<file path="config.mk">
export PLATFORM = sky130hd
export DESIGN_NAME = id_token_fsm
export DESIGN_NICKNAME = d
export VERILOG_FILES = /design/src/rtl/id_token_fsm.sv
export SDC_FILE = /design/constraint.sdc
export NUM_CORES = 1
export LEC_CHECK = 0
export BUFFER_PORTS_ARGS = -buffer_cell sky130_fd_sc_hd__buf_2
export CAP_MARGIN = 10
export CORE_MARGIN = 2
export CORE_UTILIZATION = 51
export CTS_CLUSTER_DIAMETER = 60
export DETAILED_ROUTE_END_ITERATION = 7
export GPL_ROUTABILITY_DRIVEN = 1
export PLACE_DENSITY = 0.8
export SETUP_SLACK_MARGIN = 0.02
export SLEW_MARGIN = 20
export SYNTH_ARGS = -nofsm -noshare
export SYNTH_HDL_FRONTEND = slang
export SYNTH_SLANG_ARGS = --single-unit
</file>
<file path="constraint.sdc">
create_clock -name clk -period 3.4 [get_ports clk]
set_input_delay 0.17 -clock clk [delete_from_list [all_inputs] [get_ports clk]]
set_output_delay 0.17 -clock clk [all_outputs]
set_load 0.005 [all_outputs]
</file>
<file path="src/rtl/id_token_fsm.sv">
// Streaming identifier recognizer: one character per accepted cycle, registered
// legality flag, saturating token length, overflow flag and completed-token count.
// Defining ID_TOKEN_PULSE_EN adds the tok_done completion pulse output.
module id_token_fsm #(
    parameter int unsigned CHAR_W  = 8,
    parameter int unsigned MODE    = 0,
    parameter int unsigned MAX_LEN = 16,
    parameter int unsigned LEN_W   = 5,
    parameter int unsigned CNT_W   = 8
) (
    input  logic              clk,
    input  logic              reset_n,
    input  logic              in_valid,
    input  logic [CHAR_W-1:0] char,
    input  logic              clr,
    output logic              out,
    output logic [LEN_W-1:0]  id_len,
    output logic              len_ovf,
    output logic [CNT_W-1:0]  tok_cnt
`ifdef ID_TOKEN_PULSE_EN
    ,
    output logic              tok_done
`endif
);

    typedef enum logic [2:0] {
        ST_IDLE,
        ST_LET,
        ST_DIG,
        ST_IN_ID,
        ST_BAD
    } state_t;

    typedef enum logic [1:0] {
        CL_L,
        CL_D,
        CL_U,
        CL_O
    } cls_t;

    typedef enum logic [1:0] {
        LA_ZERO,
        LA_ONE,
        LA_INC
    } len_act_t;

    localparam logic [LEN_W-1:0] LEN_MAX = LEN_W'(MAX_LEN);
    localparam logic [LEN_W-1:0] LEN_ONE = LEN_W'(1);
    localparam logic [CNT_W-1:0] CNT_ONE = CNT_W'(1);

    state_t           state_q;
    state_t           state_d;
    cls_t             cls_c;
    len_act_t         act_c;
    logic [7:0]       ascii;
    logic             hi_nz;
    logic             accept_c;
    logic             out_d;
    logic [LEN_W-1:0] len_d;
    logic             ovf_d;
    logic [CNT_W-1:0] cnt_d;
    logic             inc_c;

    assign ascii = char[7:0];

    // Anything with bits set above the ASCII byte is an "other" character.
    generate
        if (CHAR_W > 8) begin : g_hi
            assign hi_nz = |char[CHAR_W-1:8];
        end else begin : g_no_hi
            assign hi_nz = 1'b0;
        end
    endgenerate

    always_comb begin : p_class
        cls_c = CL_O;
        if (!hi_nz) begin
            if ((ascii >= 8'd65 && ascii <= 8'd90) || (ascii >= 8'd97 && ascii <= 8'd122)) begin
                cls_c = CL_L;
            end else if (ascii >= 8'd48 && ascii <= 8'd57) begin
                cls_c = CL_D;
            end else if (ascii == 8'd95) begin
                cls_c = CL_U;
            end
        end
    end

    // Next state, next registered outputs and completion detect.
    always_comb begin : p_next
        state_d  = state_q;
        act_c    = LA_ZERO;
        accept_c = 1'b0;
        out_d    = out;
        len_d    = id_len;
        ovf_d    = len_ovf;
        cnt_d    = tok_cnt;
        inc_c    = 1'b0;

        if (in_valid) begin
            if (MODE == 0) begin
                case (cls_c)
                    CL_L: begin
                        state_d = ST_LET;
                        act_c   = (state_q == ST_LET) ? LA_INC : LA_ONE;
                    end
                    CL_D: begin
                        if (state_q == ST_LET || state_q == ST_DIG) begin
                            state_d = ST_DIG;
                            act_c   = LA_INC;
                        end else begin
                            state_d = ST_IDLE;
                            act_c   = LA_ZERO;
                        end
                    end
                    default: begin
                        state_d = ST_IDLE;
                        act_c   = LA_ZERO;
                    end
                endcase
                accept_c = (state_d == ST_DIG);
            end else begin
                if (cls_c == CL_O) begin
                    state_d = ST_IDLE;
                    act_c   = LA_ZERO;
                end else begin
                    case (state_q)
                        ST_IN_ID: begin
                            state_d = ST_IN_ID;
                            act_c   = LA_INC;
                        end
                        ST_BAD: begin
                            state_d = ST_BAD;
                            act_c   = LA_ZERO;
                        end
                        default: begin
                            if (cls_c == CL_D) begin
                                state_d = ST_BAD;
                                act_c   = LA_ZERO;
                            end else begin
                                state_d = ST_IN_ID;
                                act_c   = LA_ONE;
                            end
                        end
                    endcase
                end
                accept_c = (state_d == ST_IN_ID);
            end

            // Growing past MAX_LEN pins the length and raises overflow until the token ends.
            case (act_c)
                LA_ONE: begin
                    len_d = LEN_ONE;
                    ovf_d = 1'b0;
                end
                LA_INC: begin
                    if (len_ovf || id_len == LEN_MAX) begin
                        len_d = LEN_MAX;
                        ovf_d = 1'b1;
                    end else begin
                        len_d = id_len + LEN_ONE;
                    end
                end
                default: begin
                    len_d = '0;
                    ovf_d = 1'b0;
                end
            endcase

            out_d = accept_c && !ovf_d;
            inc_c = out && !out_d && !ovf_d;
            if (inc_c && !(&tok_cnt)) begin
                cnt_d = tok_cnt + CNT_ONE;
            end
        end

        if (clr) begin
            cnt_d = '0;
        end
    end

    always_ff @(posedge clk) begin : p_regs
        if (!reset_n) begin
            state_q <= ST_IDLE;
            out     <= 1'b0;
            id_len  <= '0;
            len_ovf <= 1'b0;
            tok_cnt <= '0;
        end else begin
            state_q <= state_d;
            out     <= out_d;
            id_len  <= len_d;
            len_ovf <= ovf_d;
            tok_cnt <= cnt_d;
        end
    end

`ifdef ID_TOKEN_PULSE_EN
    // Pulses on every terminator-caused completion, independent of saturation or clr.
    always_ff @(posedge clk) begin : p_done
        if (!reset_n) begin
            tok_done <= 1'b0;
        end else begin
            tok_done <= inc_c;
        end
    end
`endif

endmodule

</file>
After elaboration in Yosys (flattened, before gate mapping):

Cells that the tools add are included.

* add/subtract/negate cells: 2
* magnitude comparators: 6
* equal/unequal tests: 8
* mux-type cells: 16
* bitwise gates (word level): 1
* reductions and logical operators: 17

Operator list (number)
* >= comparator 8 x 7 -> 1 bit, second input constant: 2
* less-or-equal comparator 8 x 7 -> 1 bit, second input constant: 2
* two-way mux 2 bit: 6
* one-hot mux 5 bit (2 select lines): 1
* adder 8 x 1 -> 8 bit, second input constant: 1
* == test 8 x 7 -> 1 bit, second input constant: 1
* >= comparator 8 x 6 -> 1 bit, second input constant: 1
* less-or-equal comparator 8 x 6 -> 1 bit, second input constant: 1
* one-hot mux 2 bit (2 select lines): 2
* AND reduction 8 bit: 1
* logical AND 1 bit: 7
* == test 3 x 2 -> 1 bit, second input constant: 2
* adder 5 x 1 -> 5 bit, second input constant: 1
* == test 5 bit, second input constant: 1
* two-way mux 1 bit: 5
* two-way mux 5 bit: 1
* == test 2 x 1 -> 1 bit, second input constant: 2
* == test 3 x 1 -> 1 bit, second input constant: 1
* logical NOT 1 bit: 3
* logical OR 1 bit: 3
* two-way mux 3 bit: 1
* == test 2 bit, second input constant: 1
* logical NOT 2 bit: 1
* AND reduction 2 bit: 1
* other kinds (2): 2

* bits in registers: 18
* output and inout bits: 15
* word-level logic and storage cells: 55

Depth between registers and ports, before layout:

Gate-level depths: netlist (run 1).

* depth in word-level cells: 17
* mapped depth: 12
* depth with buffers taken out: 11

Least setup slack after synthesis (run 1):

Ideal clock, no wire load.

* path kind: input to register
* from: in char[3]
* to: reg id_len[3]
* setup time: 70 ps
* data arrival time: 2299 ps
* data required time: 3330 ps
* path slack: 1031 ps
* stages on the path: 10
* cell sequence: or4_1 o22ai_1 nor3b_1 a21oi_1 inv_1 ha_1 nor4b_2 nand2_1 or3_1 a21boi_1

* longest elaborated chain between the ends: 9
* elaborated cells on any way between the ends: 21
* classes of those cells: order compare (6); eq/ne (4); mux (6); reduce/logical (5)

Ends and longest elaborated chain
* start: declaration: RTL line 14 `input logic [CHAR_W-1:0] char,`
* >= comparator 8 x 6 -> 1 bit (tied with other cells): RTL line 80 `end else if (ascii >= 8'd48 && ascii <= 8'd57) begin`
* logical AND 1 bit (tied with other cells): RTL line 80
* two-way mux 2 bit / logical OR 1 bit (equally long branches): RTL line 80, 78
* two-way mux 2 bit *: RTL line 78 `if ((ascii >= 8'd65 && ascii <= 8'd90) || (ascii >= 8'd97 && ascii <= 8'd122)) begin`
* == test 2 x 1 -> 1 bit / logical NOT 2 bit (equally long branches): RTL line 101 `case (cls_c)`
* one-hot mux 2 bit (2 select lines) *: RTL line 101
* two-way mux 2 bit *: RTL line 99 `if (in_valid) begin`
* == test 2 bit / == test 2 x 1 -> 1 bit (equally long branches): RTL line 150 `case (act_c)`
* one-hot mux 5 bit (2 select lines) *: RTL line 150
* end signal: assignment: RTL line 191 `id_len <= len_d;`
* end: declaration: RTL line 17 `output logic [LEN_W-1:0] id_len,`

Mark *: on every way between the ends. The rest lies on a longest branch, timed or not. The select of a mux whose other input is x is not followed.
A chain may end at the register's enable or synchronous reset.

Worst setup path in the final report (run 1):

* from: reg state_q[1]
* to: reg id_len[3]

* longest elaborated chain between the ends: 7
* elaborated cells on any way between the ends: 10
* classes of those cells: eq/ne (4); mux (5); reduce/logical (1)

Ends and longest elaborated chain
* start: declaration: RTL line 51 `state_t state_q;`
* start signal: assignment: RTL line 189 `state_q <= state_d;`
* == test 3 x 1 -> 1 bit / == test 3 x 2 -> 1 bit (equally long branches): RTL line 104, 107
* logical OR 1 bit: RTL line 107 `if (state_q == ST_LET || state_q == ST_DIG) begin`
* two-way mux 2 bit: RTL line 107
* one-hot mux 2 bit (2 select lines) *: RTL line 101
* two-way mux 2 bit *: RTL line 99
* == test 2 bit / == test 2 x 1 -> 1 bit (equally long branches): RTL line 150
* one-hot mux 5 bit (2 select lines) *: RTL line 150

Marked as above.

==> results of run 1 <==
[stage by stage]
| stage | setup slack (ps) | hold slack (ps) | power [mW] | utilization [%] | area (sq um) |
|---|---|---|---|---|---|
| floorplan | 1030 | 398 | 0.224 | - | 1010 |
| global placement | 750 | 487 | 0.234 | 60.1 | 1150 |
| detailed placement | 650 | 491 | 0.236 | 60.1 | 1150 |
| CTS | 638 | 221 | 0.341 | 61.5 | 1180 |
| global route | 352 | 244 | 0.353 | 61.5 | 1180 |
| finish | 664 | 214 | 0.342 | 61.5 | 1180 |
[layout by cell type, fill, tap and decap left out, drive strengths merged, types with 2 or more instances in the layout]
master / instances
a21bo: 2
nand2b: 5
buf: 26
or4: 2
nand3: 7
o311ai: 2
or3: 2
nor2: 3
nor2b: 4
a21oi: 8
o41ai: 2
nand2: 11
inv: 8
and3: 2
nor4b: 2
ha: 6
mux2i: 2
and2: 2
a21boi: 3
o21ai: 12
dfxtp: 17
nand3b: 2
clkbuf: 4
[logic make-up after synthesis]
family,share of synthesized area [%]
fa+ha+maj,7.44
flops,33.7
mux,1.99
xor+xnor,0.869
buf+inv,4.72
compound gates,21.2
simple gates,30.0
[power by group through the flow]
stage                     logic, mW  registers [mW]  clock network (mW)
after detailed placement     0.0298           0.206                   0
final                        0.0296           0.201               0.112
after global routing         0.0333           0.201               0.118
after floorplan              0.0184           0.206                   0
after CTS                    0.0299           0.201               0.110
after global placement       0.0281           0.206                   0
[worst max-delay path: cells and delay by family, from the launching register on]
family / cells / cell delay (ps)
AO/OA/AOI/OAI: 2 / 170
flip-flops: 1 / 340
adder cells (fa/ha/maj): 2 / 510
buffers and inverters: 2 / 120
AND/OR/NAND/NOR: 5 / 1530
[path summary, 6_finish.rpt]
check | slack [ps] | endpoint | start
max reg2reg | 660 | id_len[3]$_SDFFE_PN0P_ | state_q[1]$_SDFFE_PN0P_
min reg2reg | 510 | tok_cnt[1]$_SDFFE_PP0P_ | tok_cnt[1]$_SDFFE_PP0P_
min | 210 | tok_cnt[4]$_SDFFE_PP0P_ | clr
max | 660 | id_len[3]$_SDFFE_PN0P_ | state_q[1]$_SDFFE_PN0P_
[cells in the mapped netlist, types with 2 or more instances]
| cell | number | share of area (%) |
|---|---|---|
| ha_1 | 6 | 7.4 |
| a21bo_2 | 2 | 2.0 |
| o311ai_1 | 2 | 1.7 |
| nand3_1 | 7 | 3.5 |
| nand2_1 | 11 | 4.1 |
| nor2b_1 | 4 | 2.5 |
| nand2b_1 | 5 | 3.1 |
| o21ai_0 | 8 | 4.0 |
| clkbuf_1 | 2 | 0.74 |
| a21oi_1 | 8 | 4.0 |
| nor2_1 | 3 | 1.1 |
| nand3b_1 | 2 | 1.5 |
| a21boi_0 | 2 | 1.5 |
| or3_1 | 2 | 1.2 |
| o21ai_1 | 3 | 1.5 |
| buf_2 | 2 | 0.99 |
| mux2i_1 | 2 | 2.0 |
| dfxtp_1 | 17 | 34 |
| or4_1 | 2 | 1.5 |
| and2_1 | 2 | 1.2 |
| inv_1 | 8 | 3.0 |
| o41ai_1 | 2 | 1.7 |
[sequential cells by signal (all words and copies together), names as in the netlist]
register and flops:
len_ovf 1, id_len 5, state_q 2, out 1
tok_cnt 8
[area by class of cell]
type	instances	area, sq um
fillers	177	741
multi-input cells	89	621
flip-flops and latches	17	340
repair buffers	26	130
well taps	27	33.8
inverters	8	30.0
clock buffers	4	26.3
[per-layer routing]
layer	routed length, um	share of wire (%)
met5	0	0
met2	1070	51
met3	80	3.8
met4	41	2.0
met1	900	43
==> results.md, run 1 <==
* Final setup violation count at 0
* Post-Route WL at 2090 um
* Largest net degree at the start of global routing at 18
* Synth Register Bits at 17
* Slew @ Worst Pin at 499 ps
* Synthesized instance count at 118
* Critical path startpoint category: flop
* Ports at 27
* Pwr dens at 290 mW/mm^2
* TritonCTS clock tree: built
* Yosys warning count at 0
* Synth unique cells at 38
* Max cap viols at 0
* Core Box Area at 0.00192 sq mm
* Vias in the first global route at 911
* ANT cells at 0
* Crit path max-delay cell type: nor4b_2
* CP required at 3630 ps
* Final Hold Fails at 0
* Psw at 82.5 uW
* TritonRoute pass-1 iters at 4
* Syn_area_per_cell at 8.55 sq um
* Synth Flop Type: dfxtp_1
* Max incr delay on CP at 490 ps
* Row cnt at 16
* Via count at 945
* Cts repair resizes at 0
* EDFF count, synth at 0
* Met2 Resource Use GR at 36.1%
* Register area share after synthesis at 33.7%
* H-tree depth at 1
* Initial antenna violation count at 0
* DR WL/cell at 12.2 um
* Total GRT Usage at 18.9%
* Hold depth at 4
* Clk_skew at 2.17 ps
* Worst Hold Class: in2reg
* Gate power share at 8.6%
* Worst reg2reg path depth at 11
* Initial core utilization at 52.5%
* Post-Layout Cell Count at 171
* Final #Nets at 163
* Dpl cells at 167
* Initial DRC count at 8
* Post-Route Setup TNS at 0 ps
* M3 GR Usage at 2.16%
* DRC Markers at 0
* Detailed Place HPWL at 1600 um
* Cell area after synthesis at 0.00101 sq mm
* Post-route ant nets at 0
* I/O Buffers at 26
* # hold bufs at CTS at 0
* Via density per instance at 5.53
* Total die area at 0.00235 sq mm
* Chip width at 48.5 um
* Internal power at 260 uW
* Minimum clock period at 2740 ps
* # Post-CTS Setup Buffers at 0
* Max Clk Rate at 0.365 GHz
* Async S/R FF share, synth at 0%
* Register share of total power at 58.8%
* Layout cells sized above 1 at 24.3%
* Area Overhead vs Synth at 17.1%
* CTS sink cnt at 17
* Cell chain of the critical path: inv_1, ha_1, nor4b_1, and3_4, a21oi_1, inv_1, ha_1, nor4b_2, nand2_1, or3_1, a21boi_1
* CTS root buf: clkbuf_4
* Clock transition at the registers of the reported paths at 100 ps
* Setup CP Type: reg2reg
* Clock Path Buffers at 2
* Final Cycle Share at 80.5%
* Die Y at 48.5 um
* Leak at 0.496 nW
* First-pass GRT wire length at 3580 um
* Count of pins over their slew limit at 0
* RSZ-0062 raised after global routing: false
* Clock insertion delay at the later pin of the skew report at 290 ps
* Routability cong. at 0.723
* Outcome: complete, no violations
* Clock Power Share at 32.6%
* Arrival time worst endpoint at 2970 ps
* Post-synth net total at 136
* TritonCTS Buffers at 3
* CP Max Fanout at 5
* CP Capture Type: flop
* Met1 Usage GRT at 21.3%
* Relative slew margins at 66.6%
* GRT busiest layer: met2
* Peak supply drop at 0.000193 V
* Sw Ratio at 24.1%
* GR Overflow Total at 0
Power figures use the tool's default switching activity.
==> run 2, diff against run 1 <==
Clock period 3.4 ns to 2.9 ns, I/O delays scaled along.
==> results.md, run 2 (synthesis gave the netlist of run 1 again) <==
* Outcome: complete, no violations
* Largest net degree at the start of global routing at 18
* Most common cell after layout, fill and taps aside: buf_2
* H-tree depth at 1
* Layout cells sized above 1 at 24.8%
* # Post-CTS Setup Buffers at 0
* Pwr dens at 333 mW/mm^2
* DRC Markers at 0
* Clock transition at the registers of the reported paths at 100 ps
* Max Clk Rate at 0.411 GHz
* Total GRT Usage at 18.1%
* CP required at 3120 ps
* Via density per instance at 5.45
* Largest register FFs at 8
* I/O Buffers at 26
* Peak supply drop at 0.000184 V
* Total die area at 0.00235 sq mm
* Initial antenna violation count at 0
* Most frequent cells in the layout: buf_2, dfxtp_1, nand2_1
* Hold Path End: tok_cnt[4]$_SDFFE_PP0P_
* Dpl cells at 168
* Worst reg2reg path depth at 11
* RSZ-0062 raised after global routing: false
* Via count at 937
* Initial core utilization at 52.5%
* Clock insertion delay at the later pin of the skew report at 280 ps
* Core Box Area at 0.00192 sq mm
* Clk_skew at 1.65 ps
* # hold bufs at CTS at 0
* Critical path startpoint category: flop
* Vias in the first global route at 849
* Arrival time worst endpoint at 2660 ps
* Post-route ant nets at 0
* Post-Layout Cell Count at 172
* TritonCTS Buffers at 3
* TritonRoute pass-1 iters at 4
* Row cnt at 16
* Die Y at 48.5 um
* Largest registers: tok_cnt (8), id_len (5), state_q (2)
* Cts repair resizes at 0
* DR WL/cell at 11.4 um
* Relative slew margins at 74.9%
* TritonCTS clock tree: built
* CP Max Fanout at 10
* Count of pins over their slew limit at 0
* Hold depth at 4
* Routability cong. at 0.833
* ANT cells at 0
* Largest register by flop count: tok_cnt
* R2R Setup Slk at 460 ps
* First-pass GRT wire length at 3360 um
* Minimum clock period at 2440 ps
* Final Cycle Share at 84.0%
* CTS sink cnt at 17
* Post-Route WL at 1960 um
* Final #Nets at 164
* Max cap viols at 0
* Post-Route Setup TNS at 0 ps
* Leak at 0.501 nW
* Final setup violation count at 0
* Area Overhead vs Synth at 17.9%
* Detailed Place HPWL at 1560 um
* Reg2Reg Capture Point: tok_cnt[4]$_SDFFE_PP0P_
* Worst hold start: clr
* GR Overflow Total at 0
* Setup CP Type: reg2reg
* Clock Path Buffers at 2
* Ports at 27
* Initial DRC count at 16
* Slew @ Worst Pin at 375 ps
* Worst Hold Class: in2reg
* Final Hold Fails at 0
* Chip width at 48.5 um
* CP Capture Type: flop
* CTS root buf: clkbuf_4
* Worst r2r src: state_q[1]$_SDFFE_PN0P_
run 2: cell count changes in the layout (fill, tap and decap cells not counted), sizes merged:
cell	previous run	this run
buf	26	27
run 2: how the worst max path moves through the flow:
stage                                        from                 endpoint  slack (ps)  cells past startpoint
after floorplan           state_q[1]$_SDFFE_PN0P_   id_len[3]$_SDFFE_PN0P_         530                     11
after global placement                    char[3]  tok_cnt[4]$_SDFFE_PP0P_         380                     11
after detailed placement                  char[3]  tok_cnt[4]$_SDFFE_PP0P_         300                     11
after CTS                 state_q[1]$_SDFFE_PN0P_   id_len[3]$_SDFFE_PN0P_         420                     11
after global routing      state_q[1]$_SDFFE_PN0P_   id_len[3]$_SDFFE_PN0P_         200                     11
final                     state_q[1]$_SDFFE_PN0P_  tok_cnt[4]$_SDFFE_PP0P_         460                     11
run 2: metal layers:
metal | routed length, um | global-route usage (%) | share of wire, % | up-vias
li1 | - | - | - | 485
met5 | 0 | 0 | 0 | -
met4 | 27 | 8.57 | 1.4 | 0
met2 | 968 | 34.5 | 49 | 20
met3 | 55 | 1.85 | 2.8 | 2
met1 | 912 | 19.8 | 46 | 430
run 2: power breakdown:
group	switching (mW)	internal (mW)	total, mW
Clock	0.0713	0.0533	0.125
Combinational	0.0183	0.0165	0.0348
Sequential	0.00122	0.235	0.236
run 2: layout make-up:
class / count / area, sq um
well taps: 27 / 33.8
multi-input cells: 89 / 621
inverters: 8 / 30.0
flip-flops and latches: 17 / 340
fillers: 180 / 733
clock buffers: 4 / 26.3
repair buffers: 27 / 138
run 2: worst max-delay path: stages, from the launching register on:
cell	delay, ps
dfxtp_1	340
inv_1	40
ha_1	270
nor4b_1	50
and3_4	180
a21oi_1	160
inv_1	60
ha_1	220
o21ai_2	90
nand4bb_1	330
or4_1	560
o21ai_1	80
run 2: metrics by stage:
step / hold slack, ps / utilization (%) / instance area [sq um] / setup WS (ps) / power [mW]
2_1_floorplan: 373 / - / 1010 / 532 / 0.263
5_1_grt: 205 / 61.8 / 1190 / 204 / 0.415
4_1_cts: 196 / 61.8 / 1190 / 423 / 0.398
3_3_place_gp: 487 / 60.5 / 1160 / 381 / 0.274
6_report: 198 / 61.8 / 1190 / 465 / 0.395
3_5_place_dp: 487 / 60.5 / 1160 / 297 / 0.276
